### src/rtl/div_pkg.sv
// Shared state encoding, constants and sign helper for the seq_div32 restoring divider.
// Optional early-out path is enabled by DIV_EARLY_OUT_EN (see seq_div32).
package div_pkg;

   typedef enum logic [1:0] {
      S_IDLE = 2'd0,
      S_CALC = 2'd1,
      S_FIX  = 2'd2
   } div_state_t;

   localparam int WIDTH_DEFAULT = 32;
   localparam int MAX_W         = 64;

   localparam logic [MAX_W-1:0] DIV0_QUOTIENT = '1;

   // Negate in two's complement when neg is set; callers zero-extend in and truncate out.
   function automatic logic [MAX_W-1:0] cond_neg(input logic [MAX_W-1:0] v, input logic neg);
      return neg ? (~v + MAX_W'(1)) : v;
   endfunction

endpackage

### src/rtl/div_step.sv
// One combinational restoring-division iteration: shift in the next dividend bit,
// subtract the divisor magnitude when it fits, and shift the quotient bit into dq.
module div_step
   import div_pkg::*;
#(
   parameter int WIDTH = WIDTH_DEFAULT
)(
   input  logic [WIDTH-1:0] rem,
   input  logic [WIDTH-1:0] dq,
   input  logic [WIDTH-1:0] divisor_mag,
   output logic [WIDTH-1:0] rem_nxt,
   output logic [WIDTH-1:0] dq_nxt
);

   // One extra bit keeps the shifted remainder exact when the divisor magnitude has its MSB set.
   logic [WIDTH:0]   w_partial;
   logic [WIDTH-1:0] w_diff;
   logic             w_ge;

   assign w_partial = {rem, dq[WIDTH-1]};
   assign w_ge      = (w_partial >= {1'b0, divisor_mag});
   assign w_diff    = w_partial[WIDTH-1:0] - divisor_mag;
   assign rem_nxt   = w_ge ? w_diff : w_partial[WIDTH-1:0];
   assign dq_nxt    = {dq[WIDTH-2:0], w_ge};

endmodule

### src/rtl/seq_div32.sv
// Multi-cycle restoring divider for MIPS DIV/DIVU (LO=quotient, HI=remainder), start/busy/done.
// Define DIV_EARLY_OUT_EN to finish in two cycles when |divisor| > |dividend|.
module seq_div32
   import div_pkg::*;
#(
   parameter int WIDTH = WIDTH_DEFAULT,
   parameter int CNT_W = 6
)(
   input  logic             clk,
   input  logic             rst,
   input  logic             start,
   input  logic             is_signed,
   input  logic [WIDTH-1:0] dividend,
   input  logic [WIDTH-1:0] divisor,
   output logic             busy,
   output logic             done,
   output logic [WIDTH-1:0] quotient,
   output logic [WIDTH-1:0] remainder,
   output logic             div_zero
);

   div_state_t       r_state, w_state_nxt;
   logic [CNT_W-1:0] r_cnt;
   logic [WIDTH-1:0] r_rem, r_dq, r_dvs_mag, r_dividend;
   logic [WIDTH-1:0] r_quotient, r_remainder;
   logic             r_q_neg, r_r_neg, r_div0, r_bypass, r_done, r_div_zero;

   logic [WIDTH-1:0] w_dvd_mag, w_dvs_mag, w_rem_nxt, w_dq_nxt;
   logic             w_dvs_zero, w_early, w_accept, w_last;

   assign w_dvd_mag  = WIDTH'(cond_neg(MAX_W'(dividend), is_signed & dividend[WIDTH-1]));
   assign w_dvs_mag  = WIDTH'(cond_neg(MAX_W'(divisor),  is_signed & divisor[WIDTH-1]));
   assign w_dvs_zero = (divisor == '0);
   assign w_accept   = (r_state == S_IDLE) && start;
   assign w_last     = (r_cnt == CNT_W'(WIDTH - 1));

`ifdef DIV_EARLY_OUT_EN
   assign w_early = !w_dvs_zero && (w_dvs_mag > w_dvd_mag);
`else
   assign w_early = 1'b0;
`endif

   div_step #(.WIDTH(WIDTH)) u_step (
      .rem         (r_rem),
      .dq          (r_dq),
      .divisor_mag (r_dvs_mag),
      .rem_nxt     (w_rem_nxt),
      .dq_nxt      (w_dq_nxt)
   );

   always_ff @(posedge clk or posedge rst) begin
      if (rst) r_state <= S_IDLE;
      else     r_state <= w_state_nxt;
   end

   always_comb begin
      w_state_nxt = r_state;
      unique case (r_state)
         S_IDLE:  if (start) w_state_nxt = (w_dvs_zero || w_early) ? S_FIX : S_CALC;
         S_CALC:  if (w_last) w_state_nxt = S_FIX;
         S_FIX:   w_state_nxt = S_IDLE;
         default: w_state_nxt = S_IDLE;
      endcase
   end

   always_comb begin
      busy = (r_state != S_IDLE);
   end

   always_ff @(posedge clk or posedge rst) begin
      if (rst) begin
         r_cnt       <= '0;
         r_rem       <= '0;
         r_dq        <= '0;
         r_dvs_mag   <= '0;
         r_dividend  <= '0;
         r_q_neg     <= 1'b0;
         r_r_neg     <= 1'b0;
         r_div0      <= 1'b0;
         r_bypass    <= 1'b0;
         r_done      <= 1'b0;
         r_div_zero  <= 1'b0;
         r_quotient  <= '0;
         r_remainder <= '0;
      end else begin
         r_done <= (r_state == S_FIX);
         if (w_accept) begin
            r_cnt       <= '0;
            r_rem       <= '0;
            r_dq        <= w_dvd_mag;
            r_dvs_mag   <= w_dvs_mag;
            r_dividend  <= dividend;
            r_q_neg     <= is_signed & (dividend[WIDTH-1] ^ divisor[WIDTH-1]);
            r_r_neg     <= is_signed & dividend[WIDTH-1];
            r_div0      <= w_dvs_zero;
            r_bypass    <= w_dvs_zero | w_early;
            r_div_zero  <= 1'b0;
            r_quotient  <= '0;
            r_remainder <= '0;
         end else if (r_state == S_CALC) begin
            r_rem <= w_rem_nxt;
            r_dq  <= w_dq_nxt;
            r_cnt <= r_cnt + CNT_W'(1);
         end else if (r_state == S_FIX) begin
            // Bypassed operations leave the dividend untouched as the remainder.
            if (r_bypass) begin
               r_quotient  <= r_div0 ? WIDTH'(DIV0_QUOTIENT) : '0;
               r_remainder <= r_dividend;
            end else begin
               r_quotient  <= WIDTH'(cond_neg(MAX_W'(r_dq),  r_q_neg));
               r_remainder <= WIDTH'(cond_neg(MAX_W'(r_rem), r_r_neg));
            end
            r_div_zero <= r_div0;
         end
      end
   end

   assign done      = r_done;
   assign quotient  = r_quotient;
   assign remainder = r_remainder;
   assign div_zero  = r_div_zero;

endmodule
### config.mk
export PLATFORM = sky130hd
export DESIGN_NAME = seq_div32
export DESIGN_NICKNAME = d
export VERILOG_FILES = /design/src/rtl/div_pkg.sv /design/src/rtl/div_step.sv /design/src/rtl/seq_div32.sv
export SDC_FILE = /design/constraint.sdc
export NUM_CORES = 1
export LEC_CHECK = 0
export CAP_MARGIN = 25
export CORE_MARGIN = 4
export CORE_UTILIZATION = 60
export CTS_BUF_LIST = sky130_fd_sc_hd__clkbuf_4 sky130_fd_sc_hd__clkbuf_8
export DETAILED_ROUTE_END_ITERATION = 16
export DONT_BUFFER_PORTS = 1
export PLACE_DENSITY_LB_ADDON = 0.15
export RECOVER_POWER = 25
export SLEW_MARGIN = 20
export SYNTH_ARGS = -nofsm -noshare
export SYNTH_HDL_FRONTEND = slang
export SYNTH_SLANG_ARGS = --single-unit
export TNS_END_PERCENT = 100
### constraint.sdc
create_clock -name clk -period 14 [get_ports clk]
set_input_delay 0.7 -clock clk [delete_from_list [all_inputs] [get_ports clk]]
set_output_delay 0.7 -clock clk [all_outputs]
set_load 0.05 [all_outputs]
-- Yosys cells after proc, flatten, opt, wreduce, memory -nomap -nowiden
Cells that the tools add are included.
W data, S select, Z words.
- multiplexer cells: 26
- add/subtract/negate cells: 6
- reductions and logical operators: 8
- bitwise logic cells: 8
- magnitude comparators: 1
- equality and inequality tests: 6
- operators by type and width (cell ; count):
    $mux W32 ; 17
    $add A32 B1 Y32 const B ; 4
    $not A32 Y32 ; 4
    $ge A33 B32 Y1 ; 1
    $logic_not A32 Y1 ; 1
    $sub A32 B32 Y32 ; 1
    $mux W6 ; 2
    $add A6 B1 Y6 const B ; 1
    $eq A6 B5 Y1 const B ; 1
    $mux W2 ; 3
    $ne A2 B2 Y1 const B ; 3
    $reduce_bool A2 Y1 ; 3
    $pmux W2 S2 ; 1
    $reduce_and A2 Y1 ; 2
    $and A1 B1 Y1 ; 3
    $mux W1 ; 3
    $eq A2 B1 Y1 const B ; 1
    $eq A2 B2 Y1 const B ; 1
    $logic_not A2 Y1 ; 1
    $logic_and A1 B1 Y1 ; 1
    $xor A1 B1 Y1 ; 1
- output and inout port bits: 67
- bits of input ports: 68
- word-level logic and storage cells: 68
- flip-flop bits (word level): 205

-- Longest topological paths before layout
- depth after elaboration: 7
- mapped depth: 13
- mapped depth without buffers: 13

-- Cells and area by module
Synthesis repeated with hierarchy kept, for this count alone.
- cell total of the unflattened synthesis: 1638
- area, all modules: 13888.3 µm²
- by module, submodules not included (module ; seq. area each (µm²) ; instances ; area an instance (µm²) ; cells an instance):
    seq_div32 ; 5129.9 ; 1 ; 11165.7 ; 1267
    div_step ; 0.0 ; 1 ; 2722.6 ; 371

-- Worst setup path after synthesis
Ideal clock, no wire load.
- path type: flip-flop to flip-flop
- start: reg r_dq[31]
- end: reg r_rem[30]
- data arrival time: 3184 ps
- period minus slack after synthesis: 3251 ps
- path buffers: 0
- slack: 10749 ps
- setup time: 67 ps
- cell stages (with the launch flop): 14
- data required time: 13933 ps
- path through: dfrtp_1 -> inv_1 -> ha_1 -> inv_1 -> fa_1 -> a21o_1 -> a221oi_1 -> o21ai_1 -> a311o_1 -> a31oi_1 -> a31oi_1 -> a311oi_1 -> mux2_2 -> nand2_1
- longest elaborated chain between the ends: 4
- elaborated cells between the ends (all ways): 5
- those cells by class: 1 x add/sub; 1 x order compare; 3 x mux
- RTL lines (item ; line ; text):
    start: declaration ; seq_div32.sv:24 ; logic [WIDTH-1:0] r_rem, r_dq, r_dvs_mag, r_dividend;
    start signal: assignment ; seq_div32.sv:90 ; r_dq <= w_dvd_mag;
    start signal: assignment ; seq_div32.sv:102 ; r_dq <= w_dq_nxt;
    $sub A32 B32 Y32 or $ge A33 B32 Y1 (tied branches) ; div_step.sv:22, div_step.sv:21 ;
    $mux W32 * ; div_step.sv:23 ; assign rem_nxt = w_ge ? w_diff : w_partial[WIDTH-1:0];
    $mux W32 * ; seq_div32.sv:100 ; end else if (r_state == S_CALC) begin
    $mux W32 * ; seq_div32.sv:87 ; if (w_accept) begin
    end signal: assignment ; seq_div32.sv:101 ; r_rem <= w_rem_nxt;
    end: declaration ; seq_div32.sv:24 ;
Mark *: on every way between the ends. The rest lies on a longest branch, timed or not. The select of a mux whose other input is x is not followed.
A chain may end at the register's enable or synchronous reset.

-- Worst setup path in the final report
Same ends and word-level chain as after synthesis.

==> reports/metrics.cfg <==
[timing]
finalClockSkew_ns=0.0252
finalCriticalPeriod_ns=3.59
hold_viol_final=0
setup_ws_ns=10.41
setup_tns_ns=0
setup-violations-final=0
fmax_ghz=0.278
rsz0062_at_grt=no
max_slew.worst_pin.slew_ns=2.74
slew_headroom=-0.830
whs_ns=0.283
maxSlewViolCount=65
timing.final.crit_share=0.257

[power_and_ir_drop]
intPower_mw=1.92
switchingPower_mw=1.64
combPwrFrac=0.517
p_per_area_nw_per_um2=261
power_leakage_nw=6.06
ir_worst_vdd_v=0.000104
p_sw_frac=0.461
p_clk_frac=0.154
pwr-share-seq=0.329
power_mw=3.55

[floorplan]
dieArea_um2=23700
row_count=53
die_w_um=154
ios=135
initial_core_util=0.609
die_y_um=154
core_um2=21000

[yosys]
synth_flop_cell=dfrtp_1
mappedNetlistArea_um2=12800
yosys_warnings=0
synth_area_leaders=dfrtp_1, nand2_1, o21ai_0
synth-async-reset-ratio=1.00
yosys_register_bits=205
synth_edf_count=0
synthCells=1534
netlist.area_leader.share=0.402
syn_avg_cell_area_um2=8.31
synth_fp_nets=1640
synthDistinctLibCells=60
ys_seq_area_frac=0.402
yosys.area.top_type=dfrtp_1

[drt]
ant_nets=0
drt_iter0_markers=782
drc=0
drtPass1Iterations=5
avgViaCountPerCell=6.09
detail_route.wirelength_um=34000
num_vias=10900
wl_per_cell_um=19.0

[cells_and_area]
areaGrowthSynthToFinish_pct=6.75
final.fill_count=1820
multi_input_comb_area_um2=7130
most-common-layout-cells=nand2_1, dfrtp_1, o21ai_0, xnor2_1, nor2_1
drive_above_1_share=0.0647
nets=1599
seq_area_um2=5130
diodes=0
final_common_cell=nand2_1

[global_routing]
grt_usage=0.286
grt_overflow_total=0
grt_start_max_net_pins=138
grt_pass1_wl_um=55800
antenna_found_initial=0
grt_pass1_vias=10600

[worst_setup_path]
cp.arrival_ns=4.06
crit_fanout=3
start_kind=flip-flop
crit_path_end_kind=flip-flop
crit_path_start=r_dq[31]$_DFFE_PP0P_
worstPathRequired_ns=14.46
r2r_start=r_dq[31]$_DFFE_PP0P_
worstSetupPathType=reg2reg

[clock_network]
cts_buffer_depth=3
hold_buffers=0
clock_sinks=205
cts_setup_buffers=0
ctsRootBufferMaster=clkbuf_8
cts_buffers=35
cts-resized-gates=0
cts_tree=done
htree_levels=2
clock_latency_ns=0.53
path_clk_slew_ns=0.06

[place]
port-buffer-count=0
preCtsSetupSlack_ns=10.40
gp_congestion=0.971
dpl.hpwl_um=24400

[status]
status=complete, but fails checks
violations=max-capacitance violations, max-slew violations

[flow_run]
drv_cap=1

[worst_hold_path]
hp-class=in2reg
worst_hold_startpoint=dividend[26]

cells in the mapped netlist, drive strengths merged (6+ instances only):
cell type and number:
nand2 337, dfrtp 205, o21ai 183, clkbuf 81, xnor2 79, nor2 75, xor2 66, inv 52
a21oi 48, a31oi 43, nand3 42, ha 37, mux2i 30, o31ai 29, a22o 27, or3 22
a21o 16, nor3 15, o41ai 13, or4 12, and3 10, nand2b 10, buf 9, nor2b 9
and2 8, nand4 7, nor4 7, o21a 6
routing by layer:
layer,part of all wire,GRT usage,vias up
met1,0.44,0.396,5215
met2,0.46,0.454,380
met5,0,0,-
met3,0.076,0.0588,65
li1,-,-,5248
met4,0.033,0.0946,0
sequential cells by signal (all words and copies together), names as in the netlist:
register,flops
remainder,32
r_dividend,32
r_r_neg,1
r_state,2
done,1
r_dq,32
div_zero,1
r_cnt,6
quotient,32
r_dvs_mag,32
r_rem,32
r_bypass,1
r_q_neg,1
power by group through the flow:
stage / Combinational (mW) / Clock [mW] / Sequential, mW
floorplan: 1.47 / 0 / 1.07
global placement: 1.79 / 0 / 1.16
detailed placement: 1.83 / 0 / 1.17
CTS: 1.83 / 0.558 / 1.16
global route: 2.07 / 0.586 / 1.20
finish: 1.84 / 0.546 / 1.17
through the flow:
step | instances | area (um^2) | utilization
after floorplan | 1534 | 12800 | -
after global placement | 1728 | 12900 | 0.614
after detailed placement | 1729 | 12900 | 0.615
after CTS | 1788 | 13600 | 0.648
after global routing | 1790 | 13600 | 0.650
final | 1790 | 13600 | 0.650
path summary, 6_finish.rpt:
| check | to | slack, ns | cells after the start |
|---|---|---|---|
| setup / recovery | r_rem[30]$_DFFE_PP0P_ | 10.41 | 13 |
| hold / removal | r_dividend[26]$_DFFE_PP0P_ | 0.28 | 2 |
| setup reg to reg | r_rem[30]$_DFFE_PP0P_ | 10.41 | 13 |
| hold reg to reg | r_dividend[16]$_DFFE_PP0P_ | 0.47 | 2 |
| max in group asynchronous | quotient[3]$_DFFE_PP0P_ | 11.61 | 3 |
| min in group asynchronous | remainder[10]$_DFFE_PP0P_ | 0.95 | 2 |
critical path, stage by stage (launching register included):
cell	delay [ns]
dfrtp_1	0.38
inv_1	0.11
ha_1	0.18
inv_1	0.05
fa_1	0.39
a21o_1	0.19
a221oi_1	0.45
o21ai_1	0.21
a311o_1	0.38
a31oi_1	0.26
a31oi_1	0.18
a311oi_1	0.33
mux2_2	0.37
nand2_1	0.05
area by class of cell:
class                      instances  area share
clock buffer                      55      0.0496
clock inverter                     4     0.00147
inverter                          52      0.0144
multi-input combinational       1187       0.523
tap                              275      0.0253
timing repair buffer              12     0.00891
sequential                       205       0.377
cell families (layout without fill, tap and decap cells):
logic type               count (synthesis)  after routing  share of synthesized area
AND/OR/NAND/NOR                        563            563                      0.194
multiplexers                            31             31                     0.0244
buffers and inverters                  142            123                     0.0421
XOR/XNOR                               145            145                     0.0996
adder cells (fa/ha/maj)                 38             38                     0.0379
AO/OA/AOI/OAI                          410            410                      0.200
flip-flops                             205            205                      0.402
Power figures use the tool's default switching activity.
